<file path="config.mk">
export PLATFORM = sky130hd
export DESIGN_NAME = hazard_unit
export DESIGN_NICKNAME = d
export VERILOG_FILES = /design/src/rtl/mips_pipe_pkg.sv /design/src/rtl/hazard_fwd_sel.sv /design/src/rtl/hazard_unit.sv
export SDC_FILE = /design/constraint.sdc
export NUM_CORES = 1
export LEC_CHECK = 0
export BUFFER_PORTS_ARGS = -buffer_cell sky130_fd_sc_hd__buf_4
export CAP_MARGIN = 20
export CORE_ASPECT_RATIO = 0.6
export CORE_MARGIN = 2
export CORE_UTILIZATION = 30
export CTS_CLUSTER_SIZE = 30
export DETAILED_ROUTE_END_ITERATION = 7
export SLEW_MARGIN = 10
export SYNTH_ARGS = -nofsm -noshare
export SYNTH_HDL_FRONTEND = slang
export SYNTH_SLANG_ARGS = --single-unit
</file>
<file path="constraint.sdc">
create_clock -name clk -period 1.53 [get_ports clk]
set_input_delay 0.306 -clock clk [delete_from_list [all_inputs] [get_ports clk]]
set_output_delay 0.306 -clock clk [all_outputs]
set_load 0.02 [all_outputs]
</file>
<file path="src/rtl/mips_pipe_pkg.sv">
// Shared definitions for the MIPS pipeline hazard logic: forwarding selects,
// HI/LO tracker state encoding and the register-match helper.
package mips_pipe_pkg;

   localparam logic [1:0] FWD_RF  = 2'b00;
   localparam logic [1:0] FWD_WB  = 2'b01;
   localparam logic [1:0] FWD_MEM = 2'b10;

   typedef enum logic {
      ST_RUN     = 1'b0,
      ST_MD_BUSY = 1'b1
   } md_state_e;

   // $zero is hard-wired, so it never produces a dependency.
   function automatic logic reg_match(input logic [4:0] src, input logic [4:0] dst,
                                      input logic wr_en);
      return wr_en && (src != 5'd0) && (src == dst);
   endfunction

endpackage

</file>
<file path="src/rtl/hazard_fwd_sel.sv">
// Forwarding selector for one EX operand: MEM ALU result beats WB result,
// which beats the register file.
module hazard_fwd_sel
   import mips_pipe_pkg::*;
(
   input  logic [4:0] src_i,
   input  logic       mem_wr_i,
   input  logic       mem_load_i,
   input  logic [4:0] dst_mem_i,
   input  logic       wb_wr_i,
   input  logic [4:0] dst_wb_i,
   output logic [1:0] fwd_o
);

   always_comb begin
      fwd_o = FWD_RF;
      // A load in MEM has no data yet; fall through so an older WB write can still win.
      if (reg_match(src_i, dst_mem_i, mem_wr_i) && !mem_load_i) begin
         fwd_o = FWD_MEM;
      end else if (reg_match(src_i, dst_wb_i, wb_wr_i)) begin
         fwd_o = FWD_WB;
      end
   end

endmodule

</file>
<file path="src/rtl/hazard_unit.sv">
// Hazard and forwarding controller for the five-stage MIPS pipeline, including
// the HI/LO busy tracker that holds mfhi/mflo in decode.
module hazard_unit
   import mips_pipe_pkg::*;
#(
   parameter int unsigned MULDIV_LAT = 4
) (
   input  logic       clk,
   input  logic       reset,
   input  logic [4:0] rs_id_i,
   input  logic [4:0] rt_id_i,
   input  logic       rs_used_id_i,
   input  logic       rt_used_id_i,
   input  logic       branch_id_i,
   input  logic       branch_taken_id_i,
   input  logic       hilo_rd_id_i,
   input  logic       valid_ex_i,
   input  logic       reg_wr_ex_i,
   input  logic       mem_to_reg_ex_i,
   input  logic       muldiv_ex_i,
   input  logic [4:0] dst_ex_i,
   input  logic [4:0] rs_ex_i,
   input  logic [4:0] rt_ex_i,
   input  logic       valid_mem_i,
   input  logic       reg_wr_mem_i,
   input  logic       mem_to_reg_mem_i,
   input  logic [4:0] dst_mem_i,
   input  logic       reg_wr_wb_i,
   input  logic [4:0] dst_wb_i,
   output logic       stall_if_o,
   output logic       stall_id_o,
   output logic       clr_id_o,
   output logic       clr_ex_o,
   output logic [1:0] fwd_a_ex_o,
   output logic [1:0] fwd_b_ex_o,
   output logic       muldiv_busy_o
);

   localparam int unsigned CntW = $clog2(MULDIV_LAT + 1);

   md_state_e       state_q, state_d;
   logic [CntW-1:0] md_cnt_q, md_cnt_d;

   logic ex_wr, mem_wr, md_start;
   logic ex_hit, mem_load_hit;
   logic load_use, br_dep, hilo_dep, stall;

   assign ex_wr    = valid_ex_i & reg_wr_ex_i;
   assign mem_wr   = valid_mem_i & reg_wr_mem_i;
   assign md_start = valid_ex_i & muldiv_ex_i;

   always_comb begin
      ex_hit = (rs_used_id_i && reg_match(rs_id_i, dst_ex_i, ex_wr)) ||
               (rt_used_id_i && reg_match(rt_id_i, dst_ex_i, ex_wr));
      mem_load_hit = mem_to_reg_mem_i &&
                     ((rs_used_id_i && reg_match(rs_id_i, dst_mem_i, mem_wr)) ||
                      (rt_used_id_i && reg_match(rt_id_i, dst_mem_i, mem_wr)));
      load_use = mem_to_reg_ex_i && ex_hit;
      br_dep   = branch_id_i && (ex_hit || mem_load_hit);
      hilo_dep = hilo_rd_id_i && (muldiv_busy_o || md_start);
      stall    = load_use || br_dep || hilo_dep;
   end

   assign stall_if_o = stall;
   assign stall_id_o = stall;
   assign clr_ex_o   = stall;
   // An unresolved branch must not flush the instruction behind it.
   assign clr_id_o   = branch_taken_id_i & ~stall;

   hazard_fwd_sel u_fwd_a (
      .src_i      (rs_ex_i),
      .mem_wr_i   (mem_wr),
      .mem_load_i (mem_to_reg_mem_i),
      .dst_mem_i  (dst_mem_i),
      .wb_wr_i    (reg_wr_wb_i),
      .dst_wb_i   (dst_wb_i),
      .fwd_o      (fwd_a_ex_o)
   );

   hazard_fwd_sel u_fwd_b (
      .src_i      (rt_ex_i),
      .mem_wr_i   (mem_wr),
      .mem_load_i (mem_to_reg_mem_i),
      .dst_mem_i  (dst_mem_i),
      .wb_wr_i    (reg_wr_wb_i),
      .dst_wb_i   (dst_wb_i),
      .fwd_o      (fwd_b_ex_o)
   );

   always_ff @(posedge clk or negedge reset) begin
      if (!reset) begin
         state_q  <= ST_RUN;
         md_cnt_q <= '0;
      end else begin
         state_q  <= state_d;
         md_cnt_q <= md_cnt_d;
      end
   end

   always_comb begin
      state_d  = state_q;
      md_cnt_d = md_cnt_q;
      unique case (state_q)
         ST_RUN: begin
            if (md_start) begin
               state_d  = ST_MD_BUSY;
               md_cnt_d = CntW'(MULDIV_LAT);
            end
         end
         ST_MD_BUSY: begin
            // A back-to-back mul/div should be blocked by hilo_dep; restart the window if not.
            if (md_start) begin
               md_cnt_d = CntW'(MULDIV_LAT);
            end else if (md_cnt_q == CntW'(1)) begin
               state_d  = ST_RUN;
               md_cnt_d = '0;
            end else begin
               md_cnt_d = md_cnt_q - CntW'(1);
            end
         end
         default: begin
            state_d  = ST_RUN;
            md_cnt_d = '0;
         end
      endcase
   end

   always_comb begin
      muldiv_busy_o = (state_q == ST_MD_BUSY);
   end

endmodule

</file>
==> flow_summary_export.csv, run 1 <==
group,metric,value,unit
timing,period_share,120,%
global_route,grt_max_degree,7,
detailed_routing,wl,3060,um
global_route,antenna_found_initial,0,
synthesis,synth_top_cell_by_area,"xor2_1",
power,p_switching,0.432,mW
min_path,hold_path_class,"primary input to register",
power,p_seq_share,18.1,%
critical_path,cp-end-kind,"output pin",
floorplanning,ios,59,
clock_network,clk-insertion-delay-late,210,ps
finish,fillers,208,
timing,finalClockSkew,4.85,ps
critical_path,required,1220,ps
synthesis,synthTopCellsByArea,"xor2_1 25%, xnor2_1 17%, dfrtp_1 12%, nor4_2 6.1%, nand4_1 3.8%",
power,ir_drop,0.464,mV
placed_design,hpwlAfterDp,2430,um
floorplanning,die_h,44.7,um
floorplanning,core-area,2560,sq um
finish,final_common_cell,"buf_4",
detailed_routing,num_vias,1039,
critical_path,crit_path_start_kind,"primary input",
critical_path,max_stage_delay,540,ps
placed_design,gp_congestion,0.807,
synthesis,synth_top_area_share,25.4,%
critical_path,path_cells,"buf_6 -> or4_4 -> nor2_4 -> nor4_4 -> nor4_4 -> buf_4",
finish,final_area,1730,sq um
critical_path,cp_max_fo,2,
timing,whs,359,ps
floorplanning,die-area,3210,sq um
floorplanning,rows,14,
timing,period_minus_slack,1830,ps
global_route,gr-total-overflow,0,
global_route,grt_pass1_vias,1081,
synthesis,seq_area_frac_synth,12.1,%
critical_path,cp_data_arrival_time,1530,ps
clock_network,cts_tree,"done",
critical_path,path_buf_inv,2,
finish,layout.nets,240,
global_route,grt_usage,19.9,%
clock_network,cts-root-buf,"clkbuf_8",
power,clkPwrFrac,19.2,%
synthesis,synthesis.area,827,sq um
finish,final_cell_mix,"59 x buf_4, 23 x xor2_1, 22 x buf_6",
synthesis,synth_area_per_cell,8.11,sq um
critical_path,crit_top_cell,"nor4_4",
detailed_routing,ant_nets,0,
synthesis,yosysWarnings,0,
job,cap_violations,0,
placed_design,place_ws,-452,ps
synthesis,netlist-cell-type-count,23,
detailed_routing,drt-initial-drc-count,25,
timing,rsz0062_at_grt,"yes",
clock_network,cts_buffers,3,
finish,seq_area,100,sq um
power,p_leak,0.792,nW
placed_design,dpl_cell_area,1490,sq um
clock_network,htree_num_levels,1,
timing,final_hold_viol_count,0,
power,total_power,1.14,mW
finish,n_antenna_cell,0,
global_route,grt_pass1_wl,4920,um
run_status,failed_checks,"setup timing",
detailed_routing,wire_per_inst,14.0,um
clock_network,clockBufferDepth,2,
detailed_routing,vias_per_cell,4.77,
power,sw_frac_of_total,38.0,%
timing,maxClockFrequency,0.545,GHz
finish,drive_gt1_share,58.6,%
timing,setup_viol,8,
power,combPwrFrac,62.7,%
timing,finalMaxSlewViolations,0,
power,powerDensity,656,nW/um^2
detailed_routing,dr.pass1.iters,4,
timing,worst_pin_slew,302,ps
placed_design,portBuffers,58,
critical_path,critical_path_class,"primary input to output pin",
floorplanning,die_x,71.8,um
synthesis,synth_nets,154,
synthesis,ys_ff_latch,4,
timing,timing.final.ws_setup,-305,ps
finish,multi_input_area,817,sq um
finish,area_growth,110,%
critical_path,crit_slowest_cell,"or4_4",
critical_path,cp_top_family,"simple AND/OR/NAND/NOR gates",
floorplanning,start_util,32.3,%
clock_network,cts.sinks,4,
synthesis,netlist_instances,102,
clock_network,cts.clk_slew.worst_paths,30,ps
power,power.internal,0.705,mW
detailed_routing,drc,0,
timing,slew_headroom,79.7,%
run_status,outcome,"finished, violations left",
power groups by stage:
stage	Clock, mW	Combinational, mW	Sequential, mW
after global routing	0.227	0.779	0.216
after floorplan	0	0.352	0.210
after detailed placement	0	0.642	0.205
final	0.218	0.713	0.206
after CTS	0.221	0.694	0.205
after global placement	0	0.622	0.204
worst min-delay path, cell delays in order:
cell	delay, ps
buf_4	70
nand2_1	80
nand2_1	80
path summary, 6_finish.rpt:
path                       slack (ps)   startpoint  cells past startpoint       endpoint
max                              -300   rs_ex_i[1]                      6  fwd_a_ex_o[0]
min                               360  muldiv_ex_i                      3  muldiv_busy_o
max reg2reg                       280  md_cnt_q[1]                      6    md_cnt_q[0]
min reg2reg                       520  md_cnt_q[1]                      2    md_cnt_q[1]
max in group asynchronous        1000        reset                      2    md_cnt_q[1]
min in group asynchronous         420        reset                      2  muldiv_busy_o
area by class of cell:
type	instances	share of cell area (%)
timing repair buffer	83	41.3
clock buffer	3	2.38
sequential	4	5.78
inverter	5	1.08
tap	32	2.31
multi-input combinational	91	47.1
cell families after synthesis:
logic type | after synthesis | synth area share, %
buf+inv | 7 | 4.08
simple gates | 37 | 28.7
mux | 2 | 2.57
compound gates | 10 | 7.11
fa+ha+maj | 2 | 3.03
xor+xnor | 40 | 42.4
flops | 4 | 12.1
synthesized netlist by cell type:
master / instances
or4_4: 2
mux2_2: 1
a21oi_1: 2
nor4_1: 4
nand4_1: 5
o211ai_1: 1
nor2_1: 8
nor3_1: 1
dfrtp_1: 4
o22ai_1: 1
a22oi_1: 2
nand2_1: 8
o21ai_0: 4
nor4_2: 4
mux2i_1: 1
or4_1: 2
xor2_1: 24
nor2_4: 2
ha_1: 2
inv_1: 5
nand2b_1: 1
xnor2_1: 16
buf_4: 2
through the flow:
step                      setup TNS, ps  std cells  utilization [%]
after detailed placement          -2760        213             58.2
after CTS                         -1910        218             66.4
after global routing              -2350        218             67.8
final                             -1950        218             67.8
after global placement            -2780        213             58.2
after floorplan                    -693        102                -
sequential cells by signal (all words and copies together) (netlist names):
name,count
md_cnt_q,3
muldiv_busy_o,1
what timing repair did:
action | CTS | global route
hold endpoints to repair | 4 | 0
endpoints found under the setup margin | 8 | 8
buffers inserted | 1 | 1
pin swaps | 10 | 7
hold buffers | 1 | 0
resized for setup | 32 | 8
per-layer routing:
layer / GRT usage, % / vias to the layer above / wire (um)
met4: 4.53 / 0 / 15
li1: - / 519 / -
met3: 2.28 / 2 / 142
met5: 0 / - / 0
met1: 26.1 / 488 / 1380
met2: 35.6 / 30 / 1520
(Power assumes the default switching activity.)
==> run 2: changes to the inputs <==
- SKIP_LAST_GASP: default -> 1
- clock period: 1.53 -> 1.5 ns (I/O delays scaled with it)
==> flow_summary_export.csv, run 2 (synthesis gave the netlist of run 1 again) <==
group,metric,value,unit
run_status,outcome,"finished, violations left",
run_status,failed_checks,"setup timing",
global_route,gr-total-overflow,0,
critical_path,critical_path_class,"primary input to output pin",
global_route,grt_usage,21.4,%
detailed_routing,wl,3390,um
placed_design,dp.cells,216,
timing,final_hold_viol_count,0,
timing,finalMaxSlewViolations,0,
clock_network,cts_tree,"done",
timing,rsz0062_at_grt,"yes",
timing,whs,392,ps
clock_network,htree_num_levels,1,
clock_network,cts-root-buf,"clkbuf_8",
power,power.internal,0.743,mW
job,cap_violations,0,
critical_path,cp_top_family,"simple AND/OR/NAND/NOR gates",
global_route,antenna_found_initial,0,
timing,period_share,125,%
finish,final_cells,222,
detailed_routing,num_vias,1090,
power,powerDensity,670,nW/um^2
critical_path,path_buf_inv,3,
finish,largest_register_ffs,3,
floorplanning,die_h,44.7,um
detailed_routing,vias_per_cell,4.91,
critical_path,cp-end-kind,"output pin",
critical_path,required,1200,ps
power,clkPwrFrac,19.4,%
floorplanning,rows,14,
power,sw_frac_of_total,39.4,%
critical_path,crit_slowest_cell,"or4_4",
min_path,hold_path_class,"primary input to register",
clock_network,cts.clk_slew.worst_paths,30,ps
placed_design,hpwlAfterDp,2760,um
global_route,grt_max_degree,6,
timing,worst_pin_slew,310,ps
power,p_seq_share,16.5,%
power,combPwrFrac,64.1,%
timing,slew_headroom,79.2,%
power,ir_drop,0.392,mV
critical_path,crit_path_start_kind,"primary input",
finish,drive_gt1_share,62.1,%
finish,n_antenna_cell,0,
detailed_routing,ant_nets,0,
timing,fin_setup_tns,-2150,ps
detailed_routing,dr.pass1.iters,4,
finish,area_growth,121,%
clock_network,clk-insertion-delay-late,230,ps
finish,final_common_cell,"buf_4",
timing,finalClockSkew,5.15,ps
finish,final_cell_mix,"62 x buf_4, 22 x buf_6, 20 x xor2_1",
power,p_leak,0.815,nW
timing,period_minus_slack,1880,ps
floorplanning,core-area,2560,sq um
finish,layout.nets,244,
detailed_routing,drt-initial-drc-count,21,
critical_path,path_cells,"buf_6 -> or4_4 -> o21ai_4 -> o22ai_4 -> buf_4 -> nor2_4 -> buf_6",
timing,maxClockFrequency,0.533,GHz
detailed_routing,wire_per_inst,15.2,um
power,p_switching,0.483,mW
critical_path,crit_top_cell,"buf_6",
finish,final_area,1830,sq um
placed_design,dpl_cell_area,1510,sq um
floorplanning,die-area,3210,sq um
detailed_routing,drc,0,
clock_network,cts_buffers,3,
floorplanning,ios,59,
critical_path,cp_data_arrival_time,1580,ps
finish,top_register,"md_cnt_q",
timing,setup_viol,8,
clock_network,clockBufferDepth,2,
floorplanning,die_x,71.8,um
placed_design,gp_congestion,0.826,
global_route,grt_pass1_vias,1098,
finish,fin_util,71.5,%
floorplanning,start_util,32.3,%
global_route,grt_pass1_wl,5150,um
critical_path,max_stage_delay,530,ps
critical_path,cp_max_fo,3,
clock_network,cts.sinks,4,
timing,timing.final.ws_setup,-377,ps
placed_design,portBuffers,58,
-- run 2: cell count changes in the layout (fill, tap and decap cells not counted), moves of 2 or more --
cell	previous run	this run
buf_4	59	62
xor2_1	23	20
a22oi_2	0	2
o21ai_4	0	2
xor2_2	1	4
nor4_2	2	4
a22oi_1	2	0
o21ai_2	2	0
nor4_1	2	0
-- run 2: what timing repair did --
action | 4_1_cts | 5_1_grt
resized for setup | 32 | 18
pin swaps | 9 | 12
hold buffers | 1 | 0
hold endpoints to repair | 4 | 0
setup buffers | 1 | 1
cloned | 0 | 0
endpoints found under the setup margin | 8 | 8
-- run 2: path summary, 6_finish.rpt --
kind                                to  depth (start not counted)         from  slack, ps
setup reg to reg           md_cnt_q[0]                          6  md_cnt_q[1]        220
min in group asynchronous  md_cnt_q[0]                          2        reset        410
hold / removal             md_cnt_q[0]                          4  muldiv_ex_i        390
setup / recovery              clr_id_o                          7   rs_id_i[3]       -380
max in group asynchronous  md_cnt_q[2]                          2        reset        990
hold reg to reg            md_cnt_q[2]                          2  md_cnt_q[2]        580
-- run 2: routing by layer --
metal	track usage, %	vias up	routed length (um)
met5	0	-	0
met2	37.8	32	1730
met4	7.92	0	53
met1	27.9	522	1480
met3	1.82	5	116
li1	-	531	-
-- run 2: power groups by stage --
stage	registers (mW)	clock network [mW]	logic, mW
after global routing	0.207	0.244	0.857
after CTS	0.199	0.242	0.758
after detailed placement	0.201	0	0.702
after floorplan	0.214	0	0.359
after global placement	0.195	0	0.671
final	0.202	0.237	0.786
-- run 2: through the flow --
stage	setup slack (ps)	power, mW
after floorplan	-223	0.573
after global placement	-486	0.866
after detailed placement	-499	0.902
after CTS	-386	1.20
after global routing	-404	1.31
final	-377	1.23
-- run 2: layout make-up --
class / instances / area [sq um]
Multi-Input combinational cell: 91 / 875
Timing Repair Buffer: 87 / 753
Fill cell: 191 / 729
Sequential cell: 4 / 100
Clock buffer: 3 / 41.3
Tap cell: 32 / 40.0
Inverter: 5 / 18.8
-- run 2: worst register-to-register path: stages (launching register included) --
cell	delay, ps
dfrtp_1	390
inv_1	90
ha_1	190
inv_1	50
o21ai_0	220
mux2_2	190
nor2_1	40
==> run 3: changes to the inputs <==
- CORE_ASPECT_RATIO: 0.6 -> default
- CORE_UTILIZATION: 30 -> 41
- PLACE_DENSITY: default -> 0.8
- clock period: 1.5 -> 1.85 ns (I/O delays scaled with it)
==> flow_summary_export.csv, run 3 (synthesis gave the netlist of run 1 again) <==
group,metric,value,unit
power,p_leak,0.770,nW
global_route,grt_usage,26.8,%
clock_network,clk-insertion-delay-late,240,ps
run_status,outcome,"finished, violations left",
min_path,worstHoldEndpoint,"muldiv_busy_o",
critical_path,r2r_end,"md_cnt_q[0]",
min_path,worstHoldStart,"muldiv_ex_i",
floorplanning,ios,59,
power,powerDensity,526,nW/um^2
floorplanning,rows,16,
placed_design,portBuffers,58,
finish,fillers,101,
floorplanning,die_h,48.9,um
detailed_routing,wl,3610,um
critical_path,required,1480,ps
finish,n_antenna_cell,0,
clock_network,cts_buffers,3,
finish,final_cell_mix,"63 x buf_4, 23 x xor2_1, 16 x buf_6",
detailed_routing,vias_per_cell,5.28,
clock_network,cts_tree,"done",
floorplanning,die_x,48.9,um
placed_design,gp_congestion,0.893,
placed_design,dpl_cell_area,1460,sq um
min_path,min_path_cells,3,
job,cap_violations,0,
finish,final_common_cell,"buf_4",
detailed_routing,wire_per_inst,17.1,um
timing,setup_viol,7,
critical_path,crit_path_start_kind,"primary input",
critical_path,reg2reg_slack,590,ps
critical_path,path_cells,"buf_6 -> or4_4 -> nor2_4 -> nor4_4 -> nor4_4 -> buf_4",
detailed_routing,num_vias,1114,
global_route,grt_pass1_wl,4980,um
finish,drive_gt1_share,57.6,%
timing,worst_pin_slew,304,ps
clock_network,cts.sinks,4,
timing,period_share,108,%
critical_path,timing.rr.start,"md_cnt_q[0]",
critical_path,cp_data_arrival_time,1630,ps
global_route,grt_pass1_vias,1209,
timing,period_minus_slack,2000,ps
timing,finalMaxSlewViolations,0,
finish,largest_register_ffs,3,
finish,top_register,"md_cnt_q",
detailed_routing,dr.pass1.iters,4,
timing,slew_headroom,79.6,%
critical_path,crit_top_cell,"nor4_4",
critical_path,r2r_cells,5,
floorplanning,die-area,2390,sq um
timing,rsz0062_at_grt,"yes",
timing,finalClockSkew,8.42,ps
detailed_routing,drt-initial-drc-count,21,
global_route,gr-total-overflow,0,
run_status,failed_checks,"setup timing",
critical_path,critical_path_class,"primary input to output pin",
min_path,hold_path_class,"primary input to register",
detailed_routing,ant_nets,0,
finish,area_growth,102,%
critical_path,max_stage_delay,540,ps
clock_network,clockBufferDepth,2,
detailed_routing,drc,0,
timing,whs,396,ps
floorplanning,core-area,1920,sq um
timing,final_hold_viol_count,0,
global_route,antenna_found_initial,0,
finish,layout.nets,238,
critical_path,cp-end-kind,"output pin",
finish,fin_util,87.0,%
timing,timing.final.ws_setup,-147,ps
clock_network,cts-root-buf,"clkbuf_4",
timing,fin_setup_tns,-651,ps
global_route,grt_max_degree,7,
critical_path,crit_slowest_cell,"or4_4",
floorplanning,start_util,43.0,%
finish,final_area,1670,sq um
placed_design,hpwlAfterDp,2390,um
critical_path,cp_max_fo,2,
timing,maxClockFrequency,0.501,GHz
power,ir_drop,0.483,mV
clock_network,htree_num_levels,1,
clock_network,cts.clk_slew.worst_paths,40,ps
[run 3: changes by cell type in the layout (fill, tap and decap cells not counted), moves of 2 or more]
cell	change
a22oi_1	+2
a22oi_2	-2
buf_6	-6
clkbuf_4	+3
clkbuf_8	-3
o21ai_4	-2
xnor2_1	-2
xnor2_2	+2
xor2_1	+3
xor2_2	-3
[run 3: through the flow]
| stage | worst slack [ps] | total power [mW] | cells |
|---|---|---|---|
| after floorplan | -54.6 | 0.455 | 102 |
| after global placement | -120 | 0.667 | 205 |
| after detailed placement | -149 | 0.690 | 205 |
| after CTS | -157 | 0.822 | 209 |
| after global routing | -177 | 0.945 | 211 |
| final | -147 | 0.879 | 211 |
[run 3: power by group]
group,switching (mW),total [mW],internal [mW]
logic,0.291,0.598,0.307
registers,0.0395,0.171,0.131
clock network,0.0379,0.111,0.0727
total,0.368,0.879,0.511
[run 3: final cells by class]
type | count | area (sq um) | share of cell area (%)
clock buffers | 3 | 22.5 | 1.35
flip-flops and latches | 4 | 100 | 5.98
inverters | 5 | 18.8 | 1.12
multi-input cells | 91 | 820 | 49.0
well taps | 27 | 33.8 | 2.02
repair buffers | 81 | 678 | 40.5
[run 3: worst max-delay path by stage]
stage                from            end  depth (start not counted)
6_report       rs_ex_i[1]  fwd_a_ex_o[0]                          6
5_1_grt        rs_ex_i[1]  fwd_a_ex_o[0]                          6
4_1_cts        rs_ex_i[1]  fwd_a_ex_o[0]                          6
3_5_place_dp   rs_ex_i[1]  fwd_a_ex_o[0]                          6
3_3_place_gp   rs_ex_i[1]  fwd_a_ex_o[0]                          6
2_1_floorplan  rs_ex_i[1]  fwd_a_ex_o[0]                          4
[run 3: layer usage]
metal  vias to the layer above  wire length [um]  GRT usage [%]
li1                        516                 -              -
met1                       524              1370           23.7
met2                        64              1930           52.5
met3                        10               201           7.06
met4                         0               108           17.1
met5                         -                 0              0
[run 3: worst max-delay path, delay by kind of cell]
kind	cells	cell delay, ps
buf+inv	2	270
simple gates	4	990
[run 3: what timing repair did]
action                                  4_1_cts  5_1_grt
endpoints found under the setup margin        6        8
hold buffers                                  1        0
buffers inserted                              0        2
pin swaps                                     8        7
resized for setup                            15       20
endpoints found under the hold margin         4        0
